--- config.mk ---
export PLATFORM = sky130hd
export DESIGN_NAME = huffman_decoder
export DESIGN_NICKNAME = d
export VERILOG_FILES = /design/src/rtl/huffman_pkg.sv /design/src/rtl/huffman_match.sv /design/src/rtl/huffman_decoder.sv
export SDC_FILE = /design/constraint.sdc
export NUM_CORES = 1
export LEC_CHECK = 0
export ABC_AREA = 0
export CAP_MARGIN = 20
export CORE_MARGIN = 1.5
export CORE_UTILIZATION = 55
export DETAILED_ROUTE_END_ITERATION = 12
export GPL_TIMING_DRIVEN = 0
export PLACE_DENSITY = 0.78
export SLEW_MARGIN = 30
export SYNTH_ARGS = -nofsm -noshare
export SYNTH_HDL_FRONTEND = slang
export SYNTH_SLANG_ARGS = --single-unit
export TNS_END_PERCENT = 10
--- constraint.sdc ---
create_clock -name clk -period 3.9 [get_ports clk]
set_input_delay 0.39 -clock clk [delete_from_list [all_inputs] [get_ports clk]]
set_output_delay 0.39 -clock clk [all_outputs]
set_load 0.03 [all_outputs]
--- src/rtl/huffman_pkg.sv ---
// Shared Huffman code table and FSM state type, used by both ends of the serial link.
package huffman_pkg;
   localparam int MAX_LEN = 10;
   localparam int ASCII_W = 7;
   localparam int LEN_W   = 4;

   typedef struct packed {
      logic [MAX_LEN-1:0] code;
      logic [LEN_W-1:0]   len;
   } tbl_entry_t;

   typedef enum logic [1:0] {ACCUM, CHECK, HOLD} dec_state_t;

   // ' '=00, 'e'=010, a-z=10+idx5, A-Z=110+idx5, 0-9=1110+idx4; other chars have len 0.
   // Prefixes 011 and 1111 are never assigned, so such streams can only end in an error.
   function automatic tbl_entry_t code_table(input logic [ASCII_W-1:0] ch);
      tbl_entry_t ent;
      ent = '0;
      if (ch == 7'h20) begin
         ent.code = 10'b00_0000_0000;
         ent.len  = 4'd2;
      end else if (ch == 7'h65) begin
         ent.code = 10'b00_0000_0010;
         ent.len  = 4'd3;
      end else if (ch >= 7'h61 && ch <= 7'h7A) begin
         ent.code = {3'b000, 2'b10, 5'(ch - 7'h61)};
         ent.len  = 4'd7;
      end else if (ch >= 7'h41 && ch <= 7'h5A) begin
         ent.code = {2'b00, 3'b110, 5'(ch - 7'h41)};
         ent.len  = 4'd8;
      end else if (ch >= 7'h30 && ch <= 7'h39) begin
         ent.code = {2'b00, 4'b1110, 4'(ch - 7'h30)};
         ent.len  = 4'd8;
      end
      return ent;
   endfunction
endpackage

--- src/rtl/huffman_match.sv ---
// Combinational reverse lookup: finds the symbol whose code equals the low cnt bits of acc.
module huffman_match
   import huffman_pkg::*;
(
   input  logic [MAX_LEN-1:0] acc,
   input  logic [LEN_W-1:0]   cnt,
   output logic               hit,
   output logic [ASCII_W-1:0] ascii
);
   tbl_entry_t         ent;
   logic [MAX_LEN-1:0] mask;

   always_comb begin
      hit   = 1'b0;
      ascii = '0;
      ent   = '0;
      mask  = ~({MAX_LEN{1'b1}} << cnt);
      // Table is prefix-free, so at most one symbol can satisfy the length+code test.
      for (int s = 0; s < (1 << ASCII_W); s++) begin
         ent = code_table(ASCII_W'(s));
         if (ent.len != '0 && ent.len == cnt && (ent.code & mask) == (acc & mask)) begin
            hit   = 1'b1;
            ascii = ASCII_W'(s);
         end
      end
   end
endmodule

--- src/rtl/huffman_decoder.sv ---
// Bit-serial MSB-first Huffman decoder: one bit per two cycles in, one ASCII char out on ready/valid.
module huffman_decoder #(
   parameter int MAX_LEN   = 10,
   parameter int ERR_CNT_W = 8
) (
   input  logic                          clk,
   input  logic                          reset,
   input  logic                          bit_in,
   input  logic                          bit_valid,
   output logic                          bit_ready,
   input  logic                          flush,
   output logic [huffman_pkg::ASCII_W-1:0] ascii_out,
   output logic                          char_valid,
   input  logic                          char_ready,
   output logic                          code_err,
   output logic [ERR_CNT_W-1:0]          err_count,
   output logic                          busy
);
   import huffman_pkg::*;

   dec_state_t         state, state_nxt;
   logic [MAX_LEN-1:0] acc, acc_nxt;
   logic [LEN_W-1:0]   cnt, cnt_nxt;
   logic [ASCII_W-1:0] ascii_nxt, match_ascii;
   logic               valid_nxt, err_nxt, match_hit;
   logic [ERR_CNT_W-1:0] err_count_nxt;

   huffman_match u_match (
      .acc   (acc),
      .cnt   (cnt),
      .hit   (match_hit),
      .ascii (match_ascii)
   );

   assign bit_ready = (state == ACCUM) && !flush && !reset;
   assign busy      = (cnt != '0) || char_valid;

   always_ff @(posedge clk or posedge reset) begin
      if (reset) begin
         state      <= ACCUM;
         acc        <= '0;
         cnt        <= '0;
         ascii_out  <= '0;
         char_valid <= 1'b0;
         code_err   <= 1'b0;
         err_count  <= '0;
      end else begin
         state      <= state_nxt;
         acc        <= acc_nxt;
         cnt        <= cnt_nxt;
         ascii_out  <= ascii_nxt;
         char_valid <= valid_nxt;
         code_err   <= err_nxt;
         err_count  <= err_count_nxt;
      end
   end

   always_comb begin
      state_nxt     = state;
      acc_nxt       = acc;
      cnt_nxt       = cnt;
      ascii_nxt     = ascii_out;
      valid_nxt     = char_valid;
      err_nxt       = 1'b0;
      err_count_nxt = err_count;
      if (flush) begin
         // Drops partial code and any pending character; the error tally survives.
         state_nxt = ACCUM;
         acc_nxt   = '0;
         cnt_nxt   = '0;
         valid_nxt = 1'b0;
      end else begin
         case (state)
            ACCUM: begin
               if (bit_valid && bit_ready) begin
                  acc_nxt   = {acc[MAX_LEN-2:0], bit_in};
                  cnt_nxt   = cnt + LEN_W'(1);
                  state_nxt = CHECK;
               end
            end
            CHECK: begin
               if (match_hit) begin
                  ascii_nxt = match_ascii;
                  valid_nxt = 1'b1;
                  acc_nxt   = '0;
                  cnt_nxt   = '0;
                  state_nxt = HOLD;
               end else if (cnt == LEN_W'(MAX_LEN)) begin
                  err_nxt = 1'b1;
                  if (err_count != '1) err_count_nxt = err_count + ERR_CNT_W'(1);
                  acc_nxt   = '0;
                  cnt_nxt   = '0;
                  state_nxt = ACCUM;
               end else begin
                  state_nxt = ACCUM;
               end
            end
            HOLD: begin
               if (char_ready) begin
                  valid_nxt = 1'b0;
                  state_nxt = ACCUM;
               end
            end
            default: state_nxt = ACCUM;
         endcase
      end
   end
endmodule

After elaboration in Yosys (flattened, before gate mapping). Index checks and enable logic that the tools add are counted.

Register bits: 33. Input port bits: 6. Logic and storage cells: 316.

Add/sub/neg operators: 2. Eq/ne operators: 74. Shift-type cells: 1. Multiplexer cells: 149. Bitwise gates (word level): 4. Reduce and logical (&&, ||, !) cells: 79.

Operators with widths (number): $mux 7 (62); $eq 8x10->1 (36); $eq 7x10->1 (25); $mux 1 (70); $logic_and 1x1->1 (66); $mux 10 (4); $pmux 10 s2 (1); $mux 4 (4); $and 10x10->10 (1); $eq 2x10->1 (1); $logic_not 10->1 (1); $not 10->10 (1); $shl 10x4->10 const A (1); $reduce_and 3->1 (3); $add 8x1->8 const B (1); $eq 2x4->1 const A (2); $mux 2 (4); $ne 8x8->1 const B (1); $pmux 4 s2 (1); $mux 6 (1); $ne 3x3->1 const B (2); $pmux 2 s3 (1); $reduce_bool 3->1 (2); $reduce_and 5->1 (1); other kinds (15) (17).

Longest topological paths before layout. Gate-level depths: netlist of run 1.

Word-level depth: 71. Gate-level depth with buffers: 11.

Cells and area by module. A second synthesis of run 1 with hierarchy kept.

Cells, all modules: 296. Area total of the unflattened synthesis: 2541.2 um^2.

By module, submodules not included: huffman_decoder (instances 1, cells each 136, area an instance 1493.9 um^2, sequential area each 825.8 um^2); huffman_match (instances 1, cells each 160, area an instance 1047.3 um^2, sequential area each 0.0 um^2).

Worst setup path after synthesis of run 1. Ideal clock, no wire load.

Path kind: flip-flop to flip-flop. From: register cnt[1]. To: register err_count[1]. Arrival time: 2770 ps. Setup slack: 1003 ps. Cell stages (with the launch flop): 12. Path buffers: 2. Period minus slack after synthesis: 2897 ps. Cell sequence: dfrtp_1 -> buf_2 -> inv_1 -> ha_1 -> nor3b_2 -> o22ai_2 -> nor2_2 -> o31a_1 -> a211o_2 -> buf_2 -> nor2_1 -> mux2_1.

Cells in the longest elaborated chain, start to end: 70. Elaborated cells on any way between the ends: 199. Classes of those cells: eq/ne: 67; shift: 1; mux: 63; bitwise: 3; reduce/logical: 65.

RTL lines: start, declared (line huffman_decoder.sv:23) `logic [LEN_W-1:0] cnt, cnt_nxt;`; start signal, assigned (line huffman_decoder.sv:50) `cnt <= cnt_nxt;`; $shl 10x4->10 (line huffman_match.sv:17) `mask = ~({MAX_LEN{1'b1}} << cnt);`; $not 10->10 (line huffman_match.sv:17); $and 10x10->10; $logic_not 10->1; $logic_and 1x1->1 (line huffman_match.sv:21) `if (ent.len != '0 && ent.len == cnt && (ent.code & mask) == (acc & mask)) begin`; $mux 1 (63 in a row) (line huffman_match.sv:21); $not 1->1 (no source line); $reduce_and 5->1 (no source line) (*); end signal, assigned (line huffman_decoder.sv:54) `err_count <= err_count_nxt;`; end, declared (line huffman_decoder.sv:16) `output logic [ERR_CNT_W-1:0] err_count,`.

Mark *: on every way between the ends. The rest lies on a longest branch, timed or not. A chain may end at the register's enable or synchronous reset.

Final worst setup path of run 1.
From: register cnt[1]. To: register ascii_out[1] (netlist bit).

Cells in the longest elaborated chain, start to end: 69. Elaborated cells on any way between the ends: 259. Classes of those cells: eq/ne: 66; shift: 1; mux: 125; bitwise: 2; reduce/logical: 65.

RTL lines: $shl 10x4->10 (line huffman_match.sv:17); $not 10->10 (line huffman_match.sv:17); $and 10x10->10; $logic_not 10->1; $logic_and 1x1->1 (line huffman_match.sv:21); $mux 1 (63 in a row) (line huffman_match.sv:21); $reduce_and 3->1 (no source line); end signal, assigned (line huffman_decoder.sv:51) `ascii_out <= ascii_nxt;`; end, declared (line huffman_decoder.sv:12) `output logic [huffman_pkg::ASCII_W-1:0] ascii_out,`.

Parallel ways exist; a longest one is shown, timed or not.

==> run summary, run 1 <==
==================================================================================================
Outcome                                                                                  completed
Reported max-cap violation count                                                                 0
Leakage dissipation                                                                        1.23 nW
FF-to-FF End                                                                          ascii_out[1]$_DFFE_PP0P_
Met2 routing resource usage after global routing                                             42.8%
First-pass GRT wire length                                                                 9520 µm
Nets in the synthesized netlist                                                                263
Pin count of the biggest net entering global routing                                            35
Largest clock skew in the final design                                                     7.47 ps
Slew margin rel.                                                                             53.0%
CTS tree                                                                                      done
Share of the synthesized area in compound gates (AO/OA/AOI/OAI)                              30.0%
Antenna Violating Nets Remaining                                                                 0
Count of input and output buffers                                                               24
Number of standard-cell rows in the floorplan                                                   23
Later-pin clock latency in the skew report                                                  290 ps
Clock transition time at the flip-flop clock pins of the worst setup and hold paths          60 ps
Gate Count Post-Synth                                                                          252
Commonest cells in the synthesized netlist                                            33 x sky130_fd_sc_hd__dfrtp_1, 24 x sky130_fd_sc_hd__nand2_1, 22 x sky130_fd_sc_hd__nor2_1
Layer with the highest usage after global routing                                             met2
Data arrival time of the worst path                                                        3650 ps
Data required time at the worst endpoint                                                   4070 ps
Via count of the first global-routing pass                                                    1912
Worst reg2reg path startpoint                                                         cnt[1]$_DFFE_PP0P_
First element of the critical path                                                    cnt[1]$_DFFE_PP0P_
Full die area                                                                          0.00459 mm²
FF-to-FF setup slack                                                                        420 ps
Period utilisation layout                                                                    89.2%
Start-to-end type of the worst setup path                                             flop to flop
Starting Density                                                                             57.3%
Simple-Gate Fraction of Synth Area                                                           19.4%
CTS Root Cell                                                                         sky130_fd_sc_hd__clkbuf_8
Post-route worst setup slack                                                                421 ps
Final routed wirelength across all metal layers                                            5910 µm
Share of post-route cells with drive strength above 1                                        13.4%
Post-synth ARST share                                                                         100%
Setup TNS Final                                                                               0 ps
Power per cell area                                                                     259 mW/mm²
Nature of the critical path startpoint                                                        flop
Final weighted congestion in routability-driven placement                                    0.984
Total congestion overflow                                                                        0
Total GRT Usage                                                                              28.3%
Yosys top cell area share                                                                    35.8%
CTS buffer count                                                                                 5
Number of different library cells in the post-synthesis netlist                                 65
X dimension of the die                                                                     67.8 µm
Dominant combinational cell family by area after synthesis                            compound AO/OA/AOI/OAI gates
Nets                                                                                           294
Total iterations of the first detailed-routing run                                               5
Top achievable clock speed                                                               0.287 GHz
Core box area                                                                          0.00403 mm²
Final period demand of the worst path                                                      3480 ps
Top fanout value on the critical path                                                           10
Most instantiated library cell after synthesis                                        sky130_fd_sc_hd__dfrtp_1
Crit path to                                                                          ascii_out[1]$_DFFE_PP0P_
Number of antenna violations at the first check in global routing                                0
Met3 track utilization from global routing                                                   4.67%
Source of the worst hold timing path                                                  err_count[7]$_DFFE_PP0P_
Number of fill cells                                                                           337
Number of enable flip-flop cells after synthesis                                                 0
Total setup violations reported at the end of the flow                                           0
First DRT Iteration DRCs                                                                       259
Hold buffer count at CTS                                                                         0
Netlist area before placement                                                          0.00231 mm²
Area of combinational cells with multiple inputs                                       0.00135 mm²
Die height                                                                                 67.8 µm
DP Worst Slack                                                                              479 ps
Global routing met1 resource utilization                                                     40.9%
Non-filler instance count after layout                                                         333
I/O pin count                                                                                   25
Number of buffers added for setup after CTS                                                      0
Worst slew pin tran                                                                         703 ps
Max-slew violation count                                                                         0
H-tree level count                                                                               2
Class of the worst hold path                                                          flop to flop
Antenna diodes                                                                                   0
Cell taking the most area after synthesis                                             sky130_fd_sc_hd__dfrtp_1
Cell depth of the worst flop-to-flop path                                                       10
DR vias/cell                                                                                  6.35
Adder-cell share of the synthesized area                                                     2.71%
Peak supply drop                                                                            221 µV
CP Capture Type                                                                               flop
Multiplexer fraction of the synthesized cell area                                            3.36%
Post-placement cell count                                                                      326
Routed len/inst                                                                            17.8 µm
Sequential fraction of the synthesis area                                                    35.8%
Combined flip-flop and latch cell area                                                     826 µm²
Clock net sink count                                                                            33
Area delta synth->final                                                                      16.9%
Top area cells in the synthesized netlist                                             sky130_fd_sc_hd__dfrtp_1 36%, sky130_fd_sc_hd__a22o_1 5.3%, sky130_fd_sc_hd__nand2_1 3.9%
Number of storage elements in the synthesis netlist                                             33
Endpoints failing hold                                                                           0
Number of warnings issued by yosys                                                               0
Remaining DRCs                                                                                   0
Number of buffers on the longest clock path                                                      2
Number of gates given a new drive strength after cts                                             0
Unrepaired setup endpoints after global routing                                                 no
Main synth FF type                                                                    sky130_fd_sc_hd__dfrtp_1
Xor and xnor fraction of the mapped netlist area                                             3.04%
Average cell area after synthesis                                                         9.16 µm²
Via count                                                                                     2114
Placed wire-length estimate after detailed placement                                       4360 µm
==================================================================================================
-- cell type report --
| cell class | count | area share, % |
|---|---|---|
| buffer | 12 | 3.11 |
| clock buffer | 7 | 3.20 |
| inverter | 13 | 1.81 |
| multi-input combinational | 194 | 50.0 |
| sequential | 33 | 30.6 |
| tap | 50 | 2.32 |
| timing repair buffer | 24 | 8.91 |
-- sequential cells by signal, summed over array words and instances, names as in the netlist --
register,count
state,2
code_err,1
err_count,8
char_valid,1
ascii_out,7
cnt,4
acc,10
-- layer usage --
layer | vias up | wire length, µm
li1 | 1003 | -
met1 | 1010 | 2710
met2 | 86 | 2720
met3 | 15 | 374
met4 | 0 | 108
met5 | - | 0
-- stage by stage --
step           power, mW  area [µm²]  utilization [%]  hold WS, ps
2_1_floorplan      0.413        2310                -          466
3_3_place_gp       0.440        2610             64.8          485
3_5_place_dp       0.441        2610             64.8          486
4_1_cts            0.704        2700             66.9          497
5_1_grt            0.722        2700             66.9          513
6_report           0.699        2700             66.9          496
-- cell families after synthesis --
kind of cell | after synthesis
AO/OA/AOI/OAI | 86
XOR/XNOR | 8
adder cells (fa/ha/maj) | 5
buffers and inverters | 25
flip-flops | 33
multiplexers | 7
AND/OR/NAND/NOR | 88
-- cell usage in the layout (no fill, tap or decap), drive strengths merged, types with 9 or more instances in the layout --
| cell type | instances |
|---|---|
| a22o | 14 |
| buf | 10 |
| clkbuf | 9 |
| clkdlybuf4s50 | 24 |
| dfrtp | 33 |
| inv | 13 |
| nand2 | 24 |
| nor2 | 24 |
| nor3 | 9 |
| o21ai | 14 |
| o22ai | 10 |
-- critical path, stage by stage (launching register included) --
cell	delay [ps]
sky130_fd_sc_hd__dfrtp_1	400
sky130_fd_sc_hd__buf_2	260
sky130_fd_sc_hd__inv_1	90
sky130_fd_sc_hd__ha_1	280
sky130_fd_sc_hd__nor3b_2	250
sky130_fd_sc_hd__o22ai_2	400
sky130_fd_sc_hd__o22ai_1	190
sky130_fd_sc_hd__o41ai_2	430
sky130_fd_sc_hd__nand3_2	220
sky130_fd_sc_hd__o21ai_2	430
sky130_fd_sc_hd__mux2_2	390
-- worst min path at each step --
| stage | endpoint | slack [ps] | cells past startpoint |
|---|---|---|---|
| final | err_count[7]$_DFFE_PP0P_ | 500 | 1 |
| after global routing | acc[9]$_DFFE_PP0P_ | 510 | 1 |
| after detailed placement | err_count[4]$_DFFE_PP0P_ | 490 | 1 |
| after global placement | acc[8]$_DFFE_PP0P_ | 480 | 1 |
| after CTS | err_count[7]$_DFFE_PP0P_ | 500 | 1 |
| after floorplan | acc[8]$_DFFE_PP0P_ | 470 | 1 |
-- power by group --
part           switching, mW  internal [mW]
Clock                  0.124          0.140
Sequential           0.00361          0.346
Combinational         0.0557         0.0300
Total                  0.183          0.516
Note: power is estimated with default switching activity, not from simulation.
==> run 2: changes to the inputs <==
==> constraint.sdc (replaced) <==
create_clock -name clk -period 3.9 [get_ports clk]
set_input_delay 0.39 -clock clk [delete_from_list [all_inputs] [get_ports clk]]
set_output_delay 0.39 -clock clk [all_outputs]
set_load 0.01 [all_outputs]
==> results of run 2 <==
The final DEF is identical to that of run 1. Status: completed.
Among the figures that moved: total power 0.699 mW -> 0.694 mW
